<file path="src/rtl/mem_port_arbiter.sv">
`default_nettype none
`timescale 1ns/1ps
// ============================================================================
// Module   : mem_port_arbiter
// Purpose  : Shares one single-port memory between instruction fetch and
//            data access. Data goes first, then fetch. The pipeline is held
//            with stall__o until every pending access has completed. Both
//            results are then reported together in one DONE cycle.
// Ports    : clock__i, reset_n__i   clock / async active-low reset
//            ifReq__i, ifAddr__i    fetch request and address
//            ifData__o, ifValid__o  fetched word and completion pulse
//            dRead__i, dWrite__i    data read / write request (both = write)
//            dAddr__i, dWData__i    data address and write data
//            dRData__o, dValid__o   read data and completion pulse
//            stall__o               pipeline hold
//            memReq__o, memWe__o    memory request / write enable (registered)
//            memAddr__o, memWData__o memory address / write data (registered)
//            memRData__i, memAck__i memory read data and one-cycle ack
//            timeout__o             sticky: an access exceeded MAX_WAIT
// Revision : 1.0 - initial release
// ============================================================================
module mem_port_arbiter #(
    parameter int ADDR_W   = 32,
    parameter int DATA_W   = 32,
    parameter int MAX_WAIT = 255
) (
    input  logic              clock__i,
    input  logic              reset_n__i,
    input  logic              ifReq__i,
    input  logic [ADDR_W-1:0] ifAddr__i,
    output logic [DATA_W-1:0] ifData__o,
    output logic              ifValid__o,
    input  logic              dRead__i,
    input  logic              dWrite__i,
    input  logic [ADDR_W-1:0] dAddr__i,
    input  logic [DATA_W-1:0] dWData__i,
    output logic [DATA_W-1:0] dRData__o,
    output logic              dValid__o,
    output logic              stall__o,
    output logic              memReq__o,
    output logic              memWe__o,
    output logic [ADDR_W-1:0] memAddr__o,
    output logic [DATA_W-1:0] memWData__o,
    input  logic [DATA_W-1:0] memRData__i,
    input  logic              memAck__i,
    output logic              timeout__o
);

    localparam int              CNT_W      = (MAX_WAIT < 1) ? 1 : $clog2(MAX_WAIT + 1);
    localparam logic [CNT_W-1:0] c_MAX_WAIT = CNT_W'(MAX_WAIT);
    localparam logic            c_TMO_EN   = (MAX_WAIT > 0);

    typedef enum logic [1:0] {
        IDLE  = 2'd0,
        DATA  = 2'd1,
        INSTR = 2'd2,
        DONE  = 2'd3
    } state_t;

    state_t              r_state;
    state_t              w_next;

    logic                r_pendIf;
    logic                r_pendD;
    logic                r_pendWr;
    logic [ADDR_W-1:0]   r_ifAddr;
    logic [DATA_W-1:0]   r_ifData;
    logic [DATA_W-1:0]   r_dRData;
    logic                r_memReq;
    logic                r_memWe;
    logic [ADDR_W-1:0]   r_memAddr;
    logic [DATA_W-1:0]   r_memWData;
    logic [CNT_W-1:0]    r_wait;
    logic                r_timeout;

    logic                w_anyReq;
    logic                w_dReq;
    logic                w_busy;
    logic                w_tmo;
    logic                w_finish;
    logic                w_memReq;
    logic                w_memWe;
    logic [ADDR_W-1:0]   w_memAddr;
    logic [DATA_W-1:0]   w_memWData;

    assign w_dReq   = dRead__i | dWrite__i;
    assign w_anyReq = ifReq__i | w_dReq;
    assign w_busy   = (r_state == DATA) || (r_state == INSTR);
    // An ack in the abort cycle wins, so the timeout only fires without one.
    assign w_tmo    = c_TMO_EN && (r_wait == c_MAX_WAIT) && !memAck__i;
    assign w_finish = memAck__i | w_tmo;

    // Next state plus the next values of the registered memory port.
    always_comb begin
        w_next     = r_state;
        w_memReq   = 1'b0;
        w_memWe    = 1'b0;
        w_memAddr  = r_memAddr;
        w_memWData = r_memWData;
        case (r_state)
            IDLE: begin
                if (w_dReq) begin
                    w_next     = DATA;
                    w_memReq   = 1'b1;
                    w_memWe    = dWrite__i;
                    w_memAddr  = dAddr__i;
                    w_memWData = dWData__i;
                end else if (ifReq__i) begin
                    w_next    = INSTR;
                    w_memReq  = 1'b1;
                    w_memAddr = ifAddr__i;
                end
            end
            DATA: begin
                w_memReq = 1'b1;
                w_memWe  = r_pendWr;
                if (w_finish) begin
                    if (r_pendIf) begin
                        w_next    = INSTR;
                        w_memWe   = 1'b0;
                        w_memAddr = r_ifAddr;
                    end else begin
                        w_next   = DONE;
                        w_memReq = 1'b0;
                        w_memWe  = 1'b0;
                    end
                end
            end
            INSTR: begin
                w_memReq = 1'b1;
                if (w_finish) begin
                    w_next   = DONE;
                    w_memReq = 1'b0;
                end
            end
            DONE: begin
                w_next = IDLE;
            end
            default: begin
                w_next = IDLE;
            end
        endcase
    end

    always_ff @(posedge clock__i or negedge reset_n__i) begin
        if (!reset_n__i) begin
            r_state <= IDLE;
        end else begin
            r_state <= w_next;
        end
    end

    always_ff @(posedge clock__i or negedge reset_n__i) begin
        if (!reset_n__i) begin
            r_pendIf   <= 1'b0;
            r_pendD    <= 1'b0;
            r_pendWr   <= 1'b0;
            r_ifAddr   <= '0;
            r_ifData   <= '0;
            r_dRData   <= '0;
            r_memReq   <= 1'b0;
            r_memWe    <= 1'b0;
            r_memAddr  <= '0;
            r_memWData <= '0;
            r_wait     <= '0;
            r_timeout  <= 1'b0;
        end else begin
            r_memReq   <= w_memReq;
            r_memWe    <= w_memWe;
            r_memAddr  <= w_memAddr;
            r_memWData <= w_memWData;

            if ((r_state == IDLE) && w_anyReq) begin
                r_pendIf <= ifReq__i;
                r_pendD  <= w_dReq;
                r_pendWr <= dWrite__i;
                r_ifAddr <= ifAddr__i;
            end

            // Wait counter restarts on every state change, so it is zero on
            // the first cycle of each access.
            if (w_next != r_state) begin
                r_wait <= '0;
            end else if (w_busy) begin
                r_wait <= r_wait + 1'b1;
            end

            // An aborted read returns all-ones so the core sees a defined word.
            if ((r_state == DATA) && w_finish && !r_pendWr) begin
                r_dRData <= memAck__i ? memRData__i : '1;
            end
            if ((r_state == INSTR) && w_finish) begin
                r_ifData <= memAck__i ? memRData__i : '1;
            end

            if (w_busy && w_tmo) begin
                r_timeout <= 1'b1;
            end
        end
    end

    // Gating with the reset keeps stall low while reset is held, even if the
    // requesters still present a request.
    assign stall__o    = reset_n__i & (((r_state == IDLE) & w_anyReq) | w_busy);
    assign ifValid__o  = (r_state == DONE) & r_pendIf;
    assign dValid__o   = (r_state == DONE) & r_pendD;
    assign ifData__o   = r_ifData;
    assign dRData__o   = r_dRData;
    assign memReq__o   = r_memReq;
    assign memWe__o    = r_memWe;
    assign memAddr__o  = r_memAddr;
    assign memWData__o = r_memWData;
    assign timeout__o  = r_timeout;

endmodule
`default_nettype wire

</file>
<file path="config.mk">
export PLATFORM = sky130hd
export DESIGN_NAME = mem_port_arbiter
export DESIGN_NICKNAME = d
export VERILOG_FILES = /design/src/rtl/mem_port_arbiter.sv
export SDC_FILE = /design/constraint.sdc
export NUM_CORES = 1
export LEC_CHECK = 0
export CORE_UTILIZATION = 42
export CTS_BUF_LIST = sky130_fd_sc_hd__clkbuf_2
export DETAILED_ROUTE_END_ITERATION = 8
export PLACE_DENSITY = 0.85
export SYNTH_ARGS = -nofsm -noshare
export SYNTH_HDL_FRONTEND = slang
export SYNTH_SLANG_ARGS = --single-unit
export TNS_END_PERCENT = 50
</file>
<file path="constraint.sdc">
create_clock -name clock__i -period 2.05 [get_ports clock__i]
set_input_delay 0.3075 -clock clock__i [delete_from_list [all_inputs] [get_ports clock__i]]
set_output_delay 0.3075 -clock clock__i [all_outputs]
set_load 0.01 [all_outputs]
</file>
==> flow_summary_export.csv <==
group,metric,value,unit
synthesis,ys_async_sr_fraction,100,%
timing,max_freq,474,MHz
die,ioPinCount,268,
drt,detailroute.via_count,5925,
drt,route.met3.wl,1.26,mm
timing,fin_crit,2110,ps
setup_path,rr_worst_depth,7,
setup_path,arrival,1800,ps
drt,drt-initial-drc-count,312,
final_layout,insertedDiodeCount,0,
clock_tree,clk_path_buf_depth,2,
clock_tree,clkSinkCount,176,
timing,finalSetupViolCount,3,
die,rows,48,
synthesis,ys.flop_type,"dfrtp_1",
synthesis,ys_ff_latch,176,
final_layout,syn_to_final_growth,45.6,%
grt,grt_pass1_vias,6025,
final_layout,fin_nets,1057,
grt,grt_max_degree,177,
setup_path,cp_max_fo,2,
timing,relSlewSlack,35.4,%
synthesis,yosysSeqAreaShare,58.8,%
synthesis,syn_nets,765,
final_layout,final_common_cell,"dfrtp_1",
synthesis,syn_area,0.00749,mm2
pwr,leakagePower,4.83,nW
timing,worst_pin_slew,969,ps
drt,wire_per_inst,17.1,um
worst_hold_path,worstHoldPathCells,3,
final_layout,final_cell_mix,"dfrtp_1, nand2_1, clkdlybuf4s50_1, dlygate4sd2_1",
timing,fin_crit_sh,103,%
synthesis,syn-mean-instance-area,12.0,um2
synthesis,synth_cell_types,44,
place,dp.cells,1100,
synthesis,yosys_warnings,0,
clock_tree,clk_latency,750,ps
place,post-place-ws,-196,ps
worst_hold_path,hold_class,"in2reg",
final_layout,fillCellCount,1386,
clock_tree,cts.reportedPaths.clkPinSlew,270,ps
setup_path,cp-end-kind,"primary output",
timing,hold_violations,0,
clock_tree,cts_tree,"built",
pwr,powerDensity,1440,mW/mm2
die,dieWidth,136,um
grt,grt_pass1_wl,30.7,mm
die,fp.dieH,136,um
place,port_buffers,267,
drt,top_layer,"met4",
drt,antenna_left,0,
synthesis,syn-instance-count,624,
grt,grt_antenna_before_repair,0,
drt,drc,0,
final_layout,stdcell_count,1154,
die,core,0.0174,mm2
die,die_area,0.0184,mm2
drt,via_per_inst,5.13,
setup_path,worstSetupPathType,"reg2out",
synthesis,yosys.area.top_type,"dfrtp_1",
setup_path,start_kind,"flop",
place,dp_hpwl,13.4,mm
timing,finClkSkew,34.4,ps
synthesis,synth_enable_flop_cells,0,
drt,wl_met2,9.94,mm
setup_path,critical_path_required,1740,ps
clock_tree,htree_levels,4,
drt,routed_wl,19.8,mm
pwr,power,15.7,mW
grt,overflow,0,
die,start_util,43.1,%
drt,dr.pass1.iters,4,
timing,rsz0062_at_grt,"yes",
pwr,vdd_drop_max,0.651,mV
grt,grt_usage,21.8,%
synthesis,synth_top_area_share,58.8,%
job,max-cap-violations,0,
drt,wl_met1,8.14,mm
synthesis,yosys-top-cells-area,"dfrtp_1, mux2_2, o22a_1",
status,violations,"negative setup slack",
status,status,"finished, violations left",
final_layout,drive_gt1_share,16.8,%
place,finalWeightedCongestion,0.819,
timing,slew_violations,0,
clock_tree,tritoncts.num_buffers,17,
clock_tree,cts_root_buffer,"clkbuf_2",
timing,worst_slack,-59.0,ps
synthesized netlist by cell type, drive strengths merged (2+ instances only):
cell      n
a21oi     4
and2      3
and3      2
and4      2
buf      21
clkbuf   20
dfrtp   176
ha        7
inv       4
mux2     65
mux2i    33
nand2   140
nand3     3
nor2      3
nor2b     2
nor4      9
o21a      4
o21ai    38
o22a     64
o22ai     2
xnor2     2
xor2      5
layout make-up:
cell class	count	area (um2)	area share (%)
Sequential cell	176	4400	40.4
Timing Repair Buffer	314	3020	27.7
Multi-Input combinational cell	403	2930	26.8
Tap cell	225	282	2.58
Clock inverter	15	171	1.57
Clock buffer	17	85.1	0.780
Inverter	4	15.0	0.138
state kept, by name (all words and copies together) (netlist names):
| register | cells |
|---|---|
| dRData__o | 32 |
| ifData__o | 32 |
| memAddr__o | 32 |
| memReq__o | 1 |
| memWData__o | 32 |
| memWe__o | 1 |
| r_ifAddr | 32 |
| r_pendD | 1 |
| r_pendIf | 1 |
| r_pendWr | 1 |
| r_state | 2 |
| r_wait | 8 |
| timeout__o | 1 |
kinds of logic after synthesis:
group                    count (synthesis)  synth area share (%)
AND/OR/NAND/NOR                        168                  9.49
multiplexers                            98                  14.2
AO/OA/AOI/OAI                          123                  12.5
XOR/XNOR                                 7                 0.819
adder cells (fa/ha/maj)                  7                  1.17
flip-flops                             176                  58.8
buffers and inverters                   45                  3.02
per-stage QoR:
step | util (%) | instance area [um2] | hold slack, ps | setup TNS, ps
finish | 62.8 | 10900 | 83.4 | -70.3
CTS | 62.1 | 10800 | 2.01 | -326
global placement | 60.6 | 10500 | 455 | -2830
floorplan | - | 7490 | 11.9 | 0
global route | 62.8 | 10900 | 0.420 | -520
detailed placement | 60.6 | 10500 | 462 | -4080
critical path, stage by stage (launching register included):
cell,delay (ps)
dfrtp_1,440
inv_2,70
ha_4,170
o21a_1,110
o21a_1,180
buf_6,120
metal layers:
layer	GRT usage (%)	vias up
li1	-	2798
met1	26.6	2867
met2	37.1	231
met3	5.35	29
met4	8.30	0
met5	0	-
what timing repair did:
item / in CTS / in global routing
setup buffers: 12 / 1
hold endpoints to repair: 179 / 5
hold buffers: 4 / 5
resized for setup: 150 / 11
pin swaps: 1 / 1
gates cloned: 0 / 1
setup endpoints to repair: 136 / 60
where the power goes:
group | leakage [nW] | internal (mW) | total (mW) | switching, mW
clock | 0.143 | 0.504 | 1.84 | 1.34
sequential | 2.07 | 5.14 | 5.96 | 0.828
combinational | 2.62 | 4.06 | 7.85 | 3.79
total | 4.83 | 9.70 | 15.7 | 5.95
final timing paths:
kind                               start            end  slack, ps
min                        ifAddr__i[31]   r_ifAddr[31]         80
max                           r_state[0]       stall__o        -60
max in group asynchronous     reset_n__i     r_state[1]       1050
min in group asynchronous     reset_n__i  dRData__o[28]        260
min reg2reg                   timeout__o     timeout__o        500
max reg2reg                   r_state[0]  memAddr__o[9]        110
Note: power is estimated with default switching activity, not from simulation.
